File: config.mk
export PLATFORM = sky130hd
export DESIGN_NAME = level_sequencer
export DESIGN_NICKNAME = d
export VERILOG_FILES = /design/src/rtl/game_pkg.sv /design/src/rtl/bcd_countdown.sv /design/src/rtl/level_sequencer.sv
export SDC_FILE = /design/constraint.sdc
export NUM_CORES = 1
export LEC_CHECK = 0
export CAP_MARGIN = 25
export CORE_MARGIN = 3
export CORE_UTILIZATION = 55
export DETAILED_ROUTE_END_ITERATION = 12
export PLACE_DENSITY = 0.95
export SLEW_MARGIN = 20
export SYNTH_ARGS = -nofsm -noshare
export SYNTH_HDL_FRONTEND = slang
export SYNTH_SLANG_ARGS = --single-unit
File: constraint.sdc
create_clock -name clk -period 7.5 [get_ports clk]
set_clock_uncertainty 0.2 [all_clocks]
set_input_delay 2.25 -clock clk [delete_from_list [all_inputs] [get_ports clk]]
set_output_delay 2.25 -clock clk [all_outputs]
set_load 0.05 [all_outputs]
File: src/rtl/game_pkg.sv
// -----------------------------------------------------------------------------
// game_pkg
// Shared definitions for the level sequencer game controller.
//   state_t        : top-level game state encoding
//   PW_TABLE       : per-level password, stored 32 bits wide and resized to
//                    PW_WIDTH by the consumer (zero-extended or truncated)
//   TIME_TABLE     : per-level countdown start value, tens digit only (BCD)
//   pw_entry/time_entry : indexed lookups into the two tables
// Optional feature macro used by the design files: RETRY_EN
// -----------------------------------------------------------------------------
package game_pkg;

    typedef enum logic [2:0] {
        ST_IDLE = 3'd0,
        ST_LOAD = 3'd1,
        ST_PLAY = 3'd2,
        ST_WIN  = 3'd3,
        ST_FAIL = 3'd4
    } state_t;

    localparam int PW_TABLE_WIDTH = 32;
    localparam int MAX_LEVELS     = 8;

    localparam logic [PW_TABLE_WIDTH-1:0] PW_TABLE [0:MAX_LEVELS-1] = '{
        32'h0000_0333,
        32'h0000_02CD,
        32'h0000_0394,
        32'h0000_01A5,
        32'h0000_00F0,
        32'h0000_02B7,
        32'h0000_03C9,
        32'h0000_0156
    };

    localparam logic [3:0] TIME_TABLE [0:MAX_LEVELS-1] = '{
        4'd9, 4'd6, 4'd3, 4'd3, 4'd3, 4'd3, 4'd3, 4'd3
    };

    function automatic logic [PW_TABLE_WIDTH-1:0] pw_entry(input logic [2:0] idx);
        return PW_TABLE[idx];
    endfunction

    function automatic logic [3:0] time_entry(input logic [2:0] idx);
        return TIME_TABLE[idx];
    endfunction

endpackage

File: src/rtl/bcd_countdown.sv
// -----------------------------------------------------------------------------
// bcd_countdown
// Two-digit BCD down-counter used as the per-level timer.
// Ports:
//   clk, reset  : clock and synchronous active-high reset (clears to 00)
//   load        : load load_tens into the tens digit and 0 into the ones digit
//   load_tens   : tens digit to load
//   dec         : decrement by one second (ignored while already at 00)
//   tens, ones  : registered BCD digits
//   is_zero     : digits currently read 00
// load has priority over dec.
// -----------------------------------------------------------------------------
module bcd_countdown (
    input  logic       clk,
    input  logic       reset,
    input  logic       load,
    input  logic [3:0] load_tens,
    input  logic       dec,
    output logic [3:0] tens,
    output logic [3:0] ones,
    output logic       is_zero
);

    logic [3:0] tens_q, tens_d;
    logic [3:0] ones_q, ones_d;

    assign is_zero = (tens_q == 4'd0) && (ones_q == 4'd0);
    assign tens    = tens_q;
    assign ones    = ones_q;

    // Borrow from the tens digit when the ones digit wraps 0 -> 9; saturate at 00.
    always_comb begin
        tens_d = tens_q;
        ones_d = ones_q;
        if (load) begin
            tens_d = load_tens;
            ones_d = 4'd0;
        end else if (dec && !is_zero) begin
            if (ones_q != 4'd0) begin
                ones_d = ones_q - 4'd1;
            end else begin
                ones_d = 4'd9;
                tens_d = tens_q - 4'd1;
            end
        end
    end

    always_ff @(posedge clk) begin
        if (reset) begin
            tens_q <= 4'd0;
            ones_q <= 4'd0;
        end else begin
            tens_q <= tens_d;
            ones_q <= ones_d;
        end
    end

endmodule

File: src/rtl/level_sequencer.sv
// -----------------------------------------------------------------------------
// level_sequencer
// Game controller stepping a player through NUM_LEVELS levels, each with its
// own password and countdown. Losing (fail input or timer at 00) ends the game,
// winning the last level ends it with win_state.
// Parameters:
//   NUM_LEVELS (1..8), PW_WIDTH, LIVES (0..7, meaningful only with RETRY_EN)
// Ports:
//   clk, reset          : clock, synchronous active-high reset
//   success, fail, tick : level solved / external failure / 1 Hz strobe
//   time_tens/time_ones : BCD countdown
//   current_level       : 1..NUM_LEVELS, 0 while idle
//   update              : one-cycle pulse when password and timer are loaded
//   new_password        : password of the current level, held between updates
//   fail_state/win_state: terminal flags, held until reset
//   lives_left          : remaining retries
// Optional feature: define RETRY_EN to let a failure consume a life and replay
// the current level instead of ending the game.
// -----------------------------------------------------------------------------
module level_sequencer
    import game_pkg::*;
#(
    parameter int NUM_LEVELS = 3,
    parameter int PW_WIDTH   = 10,
    parameter int LIVES      = 2
) (
    input  logic                clk,
    input  logic                reset,
    input  logic                success,
    input  logic                fail,
    input  logic                tick,
    output logic [3:0]          time_tens,
    output logic [3:0]          time_ones,
    output logic [3:0]          current_level,
    output logic                update,
    output logic [PW_WIDTH-1:0] new_password,
    output logic                fail_state,
    output logic                win_state,
    output logic [2:0]          lives_left
);

    localparam logic [2:0] LAST_IDX = 3'(NUM_LEVELS - 1);

    state_t              state_q, state_d;
    logic [2:0]          idx_q, idx_d;
    logic [3:0]          level_q, level_d;
    logic                update_q, update_d;
    logic [PW_WIDTH-1:0] pw_q, pw_d;
    logic                fail_q, fail_d;
    logic                win_q, win_d;

    logic                load_req;
    logic [2:0]          load_idx;
    logic                timer_load;
    logic [3:0]          timer_load_tens;
    logic                timer_dec;
    logic                timer_zero;

`ifdef RETRY_EN
    logic [2:0]          lives_q, lives_d;
`endif

    bcd_countdown u_timer (
        .clk       (clk),
        .reset     (reset),
        .load      (timer_load),
        .load_tens (timer_load_tens),
        .dec       (timer_dec),
        .tens      (time_tens),
        .ones      (time_ones),
        .is_zero   (timer_zero)
    );

    // Next-state logic. Any path into LOAD goes through load_req so that the
    // password, level number, timer reload and update pulse always move together.
    // Ticks only reach the timer when PLAY is not being left this cycle.
    always_comb begin
        state_d   = state_q;
        idx_d     = idx_q;
        level_d   = level_q;
        update_d  = 1'b0;
        pw_d      = pw_q;
        fail_d    = fail_q;
        win_d     = win_q;
        load_req  = 1'b0;
        load_idx  = idx_q;
        timer_dec = 1'b0;
`ifdef RETRY_EN
        lives_d   = lives_q;
`endif

        case (state_q)
            ST_IDLE: begin
                load_req = 1'b1;
                load_idx = 3'd0;
            end
            ST_LOAD: begin
                state_d = ST_PLAY;
            end
            ST_PLAY: begin
                if (fail || timer_zero) begin
`ifdef RETRY_EN
                    if (lives_q != 3'd0) begin
                        lives_d  = lives_q - 3'd1;
                        load_req = 1'b1;
                        load_idx = idx_q;
                    end else begin
                        state_d = ST_FAIL;
                        fail_d  = 1'b1;
                    end
`else
                    state_d = ST_FAIL;
                    fail_d  = 1'b1;
`endif
                end else if (success) begin
                    if (idx_q < LAST_IDX) begin
                        load_req = 1'b1;
                        load_idx = idx_q + 3'd1;
                    end else begin
                        state_d = ST_WIN;
                        win_d   = 1'b1;
                    end
                end else begin
                    timer_dec = tick;
                end
            end
            ST_WIN, ST_FAIL: begin
                state_d = state_q;
            end
            default: begin
                state_d = ST_IDLE;
            end
        endcase

        if (load_req) begin
            state_d  = ST_LOAD;
            idx_d    = load_idx;
            level_d  = {1'b0, load_idx} + 4'd1;
            update_d = 1'b1;
            pw_d     = PW_WIDTH'(pw_entry(load_idx));
        end

        timer_load      = load_req;
        timer_load_tens = time_entry(load_idx);
    end

    always_ff @(posedge clk) begin
        if (reset) begin
            state_q  <= ST_IDLE;
            idx_q    <= 3'd0;
            level_q  <= 4'd0;
            update_q <= 1'b0;
            pw_q     <= '0;
            fail_q   <= 1'b0;
            win_q    <= 1'b0;
        end else begin
            state_q  <= state_d;
            idx_q    <= idx_d;
            level_q  <= level_d;
            update_q <= update_d;
            pw_q     <= pw_d;
            fail_q   <= fail_d;
            win_q    <= win_d;
        end
    end

`ifdef RETRY_EN
    // Lives are refilled only by reset; a retry consumes one.
    always_ff @(posedge clk) begin
        if (reset) begin
            lives_q <= 3'(LIVES);
        end else begin
            lives_q <= lives_d;
        end
    end

    assign lives_left = lives_q;
`else
    // No retries in this build: the counter reads 0 whatever LIVES is set to.
    assign lives_left = 3'(LIVES) & 3'd0;
`endif

    assign current_level = level_q;
    assign update        = update_q;
    assign new_password  = pw_q;
    assign fail_state    = fail_q;
    assign win_state     = win_q;

endmodule

==> run summary, run 1 <==
final setup violation count = 0
R2R Path End = new_password[9]
Worst EP required = 7.48 ns
die height = 60.7 um
fin crit share = 0.700
Slew Viols, Final = 0
Worst setup EP type = register
Worst-path clk slew = 0.10 ns
Ports = 33
Die Area = 3680 um^2
CP dominant cell by count = a21oi_1
maximum root-to-sink buffer count = 2
cell taking the most area after synthesis = dfxtp_1
number of global-route vias before repair = 1202
most frequent cell after synthesis = dfxtp_1
WL met3 = 176 um
H-tree levels = 2
post-synth cell types = 48
Max-slew headroom = 0.349
slowest cell delay on critical path = 0.51 ns
status = finished, final reports clean
Clock Power Share = 0.231
worst-margin pin slew = 0.973 ns
cts repair resizes = 0
warnings from Yosys = 0
# nets final = 228
hold-fix buffers at CTS = 0
Routability Congestion = 0.882
synthesis-stage register bit count = 31
CTS tree = done
Mapped Area = 1640 um^2
Worst Path Buf+Inv = 2
FMAX = 191 MHz
top cell type's share of synthesized area = 0.378
global-route wire length before repair = 5400 um
critical path class = in2reg
Worst path top cell family by delay = simple AND/OR/NAND/NOR gates
hold path cells = 2
Detailed Route WL = 3220 um
hold slack final = 0.262 ns
top sig layer = met4
vias post-DR = 1362
IO buf count = 29
Clk Latency, worst-skew pair = 0.34 ns
number of diodes = 0
# rows = 19
ANT nets after route = 0
fraction of the yosys area taken by sequential cells = 0.378
P_leak = 0.787 nW
RSZ-0062 raised after global routing = no
number of enable flip-flop cells after synthesis = 0
Post-Syn Area per Cell = 8.79 um^2
clock sink count = 31
internal power = 267 uW
CP max FO = 15
Pwr Density = 219 nW/um^2
Hold Crit Start = new_password[8]
Fin. Hold Viols = 0
Net Sw Frac = 0.375
initial antenna violation count = 0
synthesized instance count = 187
R2R Path Start = u_timer.tens[0]
Metal-1 WL = 1490 um
CP Launch Type = primary input
crit path DAT = 5.23 ns
min cycle time layout = 5.25 ns
worst path cell trace = clkdlybuf4s50_1 > nor4b_4 > o2111ai_4 > and2_1 > a21oi_1 > inv_1 > ha_1 > or3_1 > nand3_1 > a21oi_1
top post-synthesis cells by count = 31 x dfxtp_1, 25 x nor2_1, 20 x nand2_1
cell depth of the worst flop-to-flop path = 11
synthesis-to-layout area growth = 19.0%
MaxCap Viol Count = 0
drt via density = 5.58
worst hold endpoint = new_password[8]
layout cells sized above 1 = 0.0986
Top FF cell, synth = dfxtp_1
DIE WIDTH = 60.7 um
wire length on met2 = 1490 um
HPWL Detailed = 2300 um
DRT iter0 DRCs = 56
first drt pass iteration count = 4
Total GRT Usage = 0.200
top cells by area, synth = dfxtp_1 38%, ha_1 7.6%, nor2_1 5.7%, a21oi_1 4.9%, nand2_1 4.6%
Flop pwr share = 0.446
routed len/inst = 13.2 um
FF-to-FF setup slack = 4.09 ns
Initial Utilization = 0.586
ys async rst share = 0
total CTS buffers = 5
CP max-delay cell = nor4b_4
# Post-CTS Setup Buffers = 0
reported net switching power = 160 uW
DRC = 0
Comb pwr share = 0.323
total negative slack = 0 ns
clock root buffer = clkbuf_4
HP Class = reg2reg
largest net degree at the start of global routing = 29
grt ovf = 0
peak supply drop = 0.000145 V
Core Box Area = 2810 um^2
logic make-up (layout without fill, tap and decap cells):
kind of cell	Yosys count	after routing	share of synthesized area
compound gates	45	45	0.203
xor+xnor	5	5	0.0267
fa+ha+maj	10	10	0.0762
buf+inv	24	48	0.0769
flops	31	31	0.378
mux	1	1	0.00609
other cells	1	3	0.00228
simple gates	70	70	0.231
state kept, by name (all words and copies together), names as in the netlist:
signal	cells
new_password	10
current_level	4
u_timer.ones	4
u_timer.tens	4
idx_q	3
state_q	3
fail_state	1
update	1
win_state	1
worst register-to-register path: stages, from the launching register on:
cell	delay (ns)
dfxtp_1	0.36
inv_1	0.07
ha_1	0.15
or3b_2	0.58
o2111ai_4	0.28
and2_1	0.51
a21oi_1	0.28
inv_1	0.19
ha_1	0.28
a21oi_1	0.17
a211o_1	0.13
a21oi_1	0.06
final cells by class:
class,count,area [um^2]
sequential,31,621
multi-input combinational,134,903
clock inverter,1,5.00
tap,31,38.8
timing repair buffer,29,290
clock buffer,6,51.3
fill,224,851
inverter,12,45.0
layer usage:
metal  up-vias  GRT usage
li1        698          -
met1       613      0.260
met2        44      0.304
met3         7     0.0638
met4         0     0.0898
met5         -          0
how the worst max path moves through the flow:
stage                     start               end  slack, ns  cells past startpoint
after floorplan            fail  current_level[2]       2.79                     10
after global placement     fail  current_level[2]       2.04                     10
after detailed placement   fail  current_level[2]       1.94                     10
after CTS                  fail  current_level[2]       2.29                     10
after global routing       fail  current_level[2]       2.03                     10
final                      fail  current_level[2]       2.25                     10
cells in the final DEF, fill, tap and decap left out, drive strengths merged, types with 2 or more instances in the layout:
master         netlist  layout
a211o                2       2
a21oi               16      16
a311oi               4       4
a32oi                2       2
and2                 2       2
clkbuf               3       6
clkdlybuf4s50        0      29
conb                 1       3
dfxtp               31      31
ha                  10      10
inv                 12      12
nand2               20      20
nand3                2       2
nor2                26      26
nor3                 6       6
nor4b                2       2
o2111ai              2       2
o211a                2       2
o211ai               2       2
o21ai                8       8
o22ai                2       2
or3                  4       4
xnor2                4       4
per-stage QoR:
stage	setup WS (ns)	area, um^2	power (mW)	utilization	std cells
detailed placement	1.94	1900	0.332	0.677	237
global placement	2.04	1900	0.330	0.677	237
floorplan	2.79	1650	0.304	-	189
global route	2.03	1950	0.450	0.697	244
finish	2.25	1950	0.427	0.697	244
CTS	2.29	1950	0.430	0.697	244
power by group through the flow:
stage | Sequential, mW | Combinational (mW) | Clock [mW]
floorplan | 0.239 | 0.0651 | 0
global placement | 0.194 | 0.135 | 0
detailed placement | 0.195 | 0.137 | 0
CTS | 0.191 | 0.138 | 0.101
global route | 0.193 | 0.148 | 0.109
finish | 0.191 | 0.138 | 0.0987
Power figures use the tool's default switching activity.
==> run 2: changes to the inputs <==
--- a/config.mk
+++ b/config.mk
@@ -7,9 +7,9 @@
 export LEC_CHECK = 0
 export CAP_MARGIN = 25
 export CORE_MARGIN = 3
-export CORE_UTILIZATION = 55
+export CORE_UTILIZATION = 46
 export DETAILED_ROUTE_END_ITERATION = 12
-export PLACE_DENSITY = 0.95
+export PLACE_DENSITY = 0.86
 export SLEW_MARGIN = 20
 export SYNTH_ARGS = -nofsm -noshare
 export SYNTH_HDL_FRONTEND = slang
==> constraint.sdc (replaced) <==
create_clock -name clk -period 4.7 [get_ports clk]
set_clock_uncertainty 0.2 [all_clocks]
set_input_delay 1.41 -clock clk [delete_from_list [all_inputs] [get_ports clk]]
set_output_delay 1.41 -clock clk [all_outputs]
set_load 0.05 [all_outputs]
==> run 2 against run 1 <==
Net effect: via count fell by 0.37%; setup slack worse by 1.2 ns; utilization down 9.7 points; global-route usage fell by 2.2 points; flip-flop and latch count unchanged; register-to-register slack worse by 2.5 ns; non-clock buffer count increased by 4; clock power is 120% higher; wire length is 4.1% higher; worst hold slack got worse by 0.0013 ns; first-iteration DRC count up 38%; critical path depth increased by 1.
==> run summary, run 2 (synthesis gave the netlist of run 1 again) <==
die height = 65.8 um
layout cells sized above 1 = 0.119
CP Launch Type = primary input
Detailed Route WL = 3350 um
DRT iter0 DRCs = 77
commonest non-fill, non-tap cell in the layout = dfxtp_1
# rows = 21
Core Box Area = 3390 um^2
HP Class = reg2reg
# Post-CTS Setup Buffers = 0
Finished Cell Area = 2030 um^2
drt via density = 5.14
critical path class = in2reg
Place WS = 0.687 ns
fillers = 285
final setup violation count = 0
commonest cells after routing, fill and taps aside = 31 x dfxtp_1, 29 x clkdlybuf4s50_1, 25 x nor2_1
setup slack after layout = 1.03 ns
worst path cell trace = clkdlybuf4s50_1 > nor4b_4 > o2111ai_4 > and2_1 > a21oi_1 > buf_4 > inv_1 > ha_1 > a21oi_1 > a211o_1 > a21oi_1
Max-slew headroom = 0.640
synthesis-to-layout area growth = 23.8%
grt ovf = 0
hold slack final = 0.261 ns
hold-fix buffers at CTS = 0
worst-margin pin slew = 0.539 ns
MaxCap Viol Count = 0
Initial Utilization = 0.485
first drt pass iteration count = 4
routed len/inst = 12.7 um
DRC = 0
Ports = 33
Die Area = 4320 um^2
number of diodes = 0
HPWL Detailed = 2460 um
CP dominant cell by count = a21oi_1
clock root buffer = clkbuf_4
Worst-path clk slew = 0.09 ns
number of global-route vias before repair = 1298
CP max-delay cell = clkdlybuf4s50_1
IO buf count = 29
Clk Latency, worst-skew pair = 0.34 ns
crit path DAT = 3.74 ns
global-route wire length before repair = 5840 um
Worst setup EP type = register
Post-DP Area = 1950 um^2
H-tree levels = 2
status = finished, final reports clean
# nets final = 232
total CTS buffers = 5
Routability Congestion = 0.884
Pwr Density = 368 nW/um^2
Total GRT Usage = 0.178
CP max FO = 6
DIE WIDTH = 65.8 um
maximum root-to-sink buffer count = 2
RSZ-0062 raised after global routing = no
peak supply drop = 0.000150 V
Sequential Area = 621 um^2
Worst path top cell family by delay = compound AO/OA/AOI/OAI gates
CTS tree = done
slowest cell delay on critical path = 0.45 ns
multi-input logic area = 903 um^2
vias post-DR = 1357
clock sink count = 31
cts repair resizes = 0
Slew Viols, Final = 0
min cycle time layout = 3.67 ns
initial antenna violation count = 0
Largest register FFs = 10
ANT nets after route = 0
total negative slack = 0 ns
FMAX = 273 MHz
Worst EP required = 4.77 ns
largest net degree at the start of global routing = 18
fin crit share = 0.780
Worst Path Buf+Inv = 3
Fin. Hold Viols = 0
P_leak = 0.820 nW
==> run 2: cell count changes in the layout (fill, tap and decap cells not counted) <==
cell | before | now
buf_4 | 0 | 4
bufinv_16 | 0 | 1
==> run 2: per-layer routing <==
layer	up-vias	wire, um	track usage
met3	6	141	0.0581
met4	0	59	0.0725
met2	26	1610	0.279
met5	-	0	0
met1	625	1540	0.222
li1	700	-	-
==> run 2: power breakdown <==
part | switching [mW] | internal, mW | leakage, nW
clock | 0.0914 | 0.126 | 0.0482
combinational | 0.151 | 0.0742 | 0.518
sequential | 0.0182 | 0.286 | 0.254
==> run 2: path summary, 6_finish.rpt <==
kind                                        from                to  slack, ns  cells after the start
worst max-delay path                        fail   new_password[9]       1.03                     11
worst min-delay path            current_level[1]  current_level[1]       0.26                      2
worst max register to register   u_timer.tens[0]   new_password[9]       1.62                     10
worst min register to register  current_level[1]  current_level[1]       0.26                      2
==> run 2: tightest hold or removal path, delay by kind of cell (launching register included) <==
| kind | cells | cell delay [ns] |
|---|---|---|
| compound gates | 1 | 0.05 |
| flops | 1 | 0.32 |
| simple gates | 1 | 0.05 |
==> run 2: cell type report <==
cell class | instances | share of cell area
Inverter | 12 | 0.0222
Multi-Input combinational cell | 134 | 0.444
Tap cell | 46 | 0.0283
Clock buffer | 6 | 0.0252
Clock inverter | 2 | 0.0172
Sequential cell | 31 | 0.305
Timing Repair Buffer | 33 | 0.158
==> run 2: metrics by stage <==
step                      cells   util  power (mW)
after global placement      256  0.574       0.532
after global routing        264  0.600       0.786
after floorplan             189      -       0.485
after detailed placement    256  0.574       0.536
final                       264  0.600       0.747
after CTS                   264  0.600       0.754
==> run 3: changes to the inputs <==
==> constraint.sdc (replaced) <==
create_clock -name clk -period 3 [get_ports clk]
set_clock_uncertainty 0.2 [all_clocks]
set_input_delay 0.9 -clock clk [delete_from_list [all_inputs] [get_ports clk]]
set_output_delay 0.9 -clock clk [all_outputs]
set_load 0.05 [all_outputs]
==> run 3 against run 2 <==
Net effect: clock power grew 16%; via count grew 9.6%; first-iteration DRC count shrank 40%; cell count grew 6.4%; wire length grew 10%; non-clock buffer count grew 18; register-to-register slack lost 1.4 ns; critical endpoint unchanged; highest routed layer unchanged.
==> run summary, run 3 (synthesis gave the netlist of run 1 again) <==
drt via density = 5.29
cts repair resizes = 0
synthesis-to-layout area growth = 34.3%
Fin. Hold Viols = 0
largest net degree at the start of global routing = 15
Design Power = 1.12 mW
R2R Path Start = u_timer.tens[0]
Max-slew headroom = 0.665
status = finished, final reports clean
DIE WIDTH = 65.8 um
Total GRT Usage = 0.186
Clk Latency, worst-skew pair = 0.34 ns
Initial Utilization = 0.485
total negative slack = 0 ns
hold path cells = 2
CP max FO = 6
worst hold endpoint = win_state
# nets final = 250
RSZ-0062 raised after global routing = no
DRC = 0
CP Launch Type = primary input
die height = 65.8 um
final setup violation count = 0
number of diodes = 0
hold-fix buffers at CTS = 0
R2R Path End = new_password[2]
HPWL Detailed = 2760 um
commonest non-fill, non-tap cell in the layout = dfxtp_1
Largest register FFs = 10
Ports = 33
worst-margin pin slew = 0.500 ns
P_leak = 0.887 nW
# rows = 21
crit path DAT = 2.98 ns
Routability Congestion = 0.863
MaxCap Viol Count = 0
Place WS = -0.297 ns
critical path class = in2reg
FF-to-FF setup slack = 0.19 ns
Worst EP required = 3.09 ns
HP Class = reg2reg
# Post-CTS Setup Buffers = 0
commonest cells after routing, fill and taps aside = 31 x dfxtp_1, 29 x clkdlybuf4s50_1, 24 x nor2_1
fin crit share = 0.966
ANT nets after route = 0
clock sink count = 31
clock root buffer = clkbuf_4
peak supply drop = 0.000296 V
CTS tree = done
min cycle time layout = 2.90 ns
DRT iter0 DRCs = 46
total CTS buffers = 5
setup slack after layout = 0.102 ns
cell depth of the worst flop-to-flop path = 12
grt ovf = 0
Worst-path clk slew = 0.10 ns
H-tree levels = 2
layout cells sized above 1 = 0.213
Die Area = 4320 um^2
Pwr Density = 509 nW/um^2
vias post-DR = 1487
global-route wire length before repair = 6150 um
hold slack final = 0.255 ns
FMAX = 345 MHz
Hold Crit Start = win_state
IO buf count = 29
Inst Count DP = 274
Core Box Area = 3390 um^2
Slew Viols, Final = 0
maximum root-to-sink buffer count = 2
Worst setup EP type = register
number of global-route vias before repair = 1392
routed len/inst = 13.2 um
Detailed Route WL = 3700 um
Final Non-Filler Cells = 281
initial antenna violation count = 0
first drt pass iteration count = 4
## run 3: changes by cell type in the layout (fill, tap and decap cells not counted), moves of 2 or more
cell | previous run | this run
buf_4 | 4 | 21
a21oi_1 | 16 | 14
ha_1 | 10 | 8
ha_4 | 0 | 2
## run 3: critical path, cell delays in order
cell and delay, ns:
clkdlybuf4s50_1 0.52, nor4b_4 0.07, buf_4 0.17, o211a_1 0.16
a32oi_4 0.32, inv_2 0.14, ha_4 0.30, a21oi_2 0.04
a211o_1 0.23, a21oi_1 0.13
## run 3: area by class of cell
class / count / area, um^2
multi-input cells: 134 / 960
flip-flops and latches: 31 / 621
clock buffers: 6 / 51.3
clock inverters: 1 / 5.00
repair buffers: 51 / 468
inverters: 12 / 45.0
fillers: 273 / 1180
well taps: 46 / 57.6
## run 3: layer usage
layer	GRT usage	wire length, um	vias to the layer above
met5	0	0	-
met4	0.117	77	0
met3	0.0410	163	8
met2	0.292	1790	31
met1	0.229	1670	704
li1	-	-	744
## run 3: worst max path at each step
stage	startpoint	endpoint	slack, ns	cells after the start
2_1_floorplan	fail	new_password[9]	-0.10	10
3_3_place_gp	fail	new_password[9]	-0.23	10
3_5_place_dp	fail	new_password[5]	-0.30	9
4_1_cts	fail	new_password[0]	0.05	10
5_1_grt	fail	new_password[9]	0.02	10
6_report	fail	new_password[9]	0.10	10
## run 3: stage by stage
step	util	instance area [um^2]
after detailed placement	0.630	2140
after CTS	0.647	2190
final	0.651	2210
after global routing	0.651	2210
after global placement	0.630	2140
after floorplan	-	1690
## run 3: report_power, final
| group | internal, mW | total [mW] | switching [mW] |
|---|---|---|---|
| sequential | 0.449 | 0.478 | 0.0290 |
| combinational | 0.145 | 0.393 | 0.248 |
| clock | 0.108 | 0.251 | 0.143 |
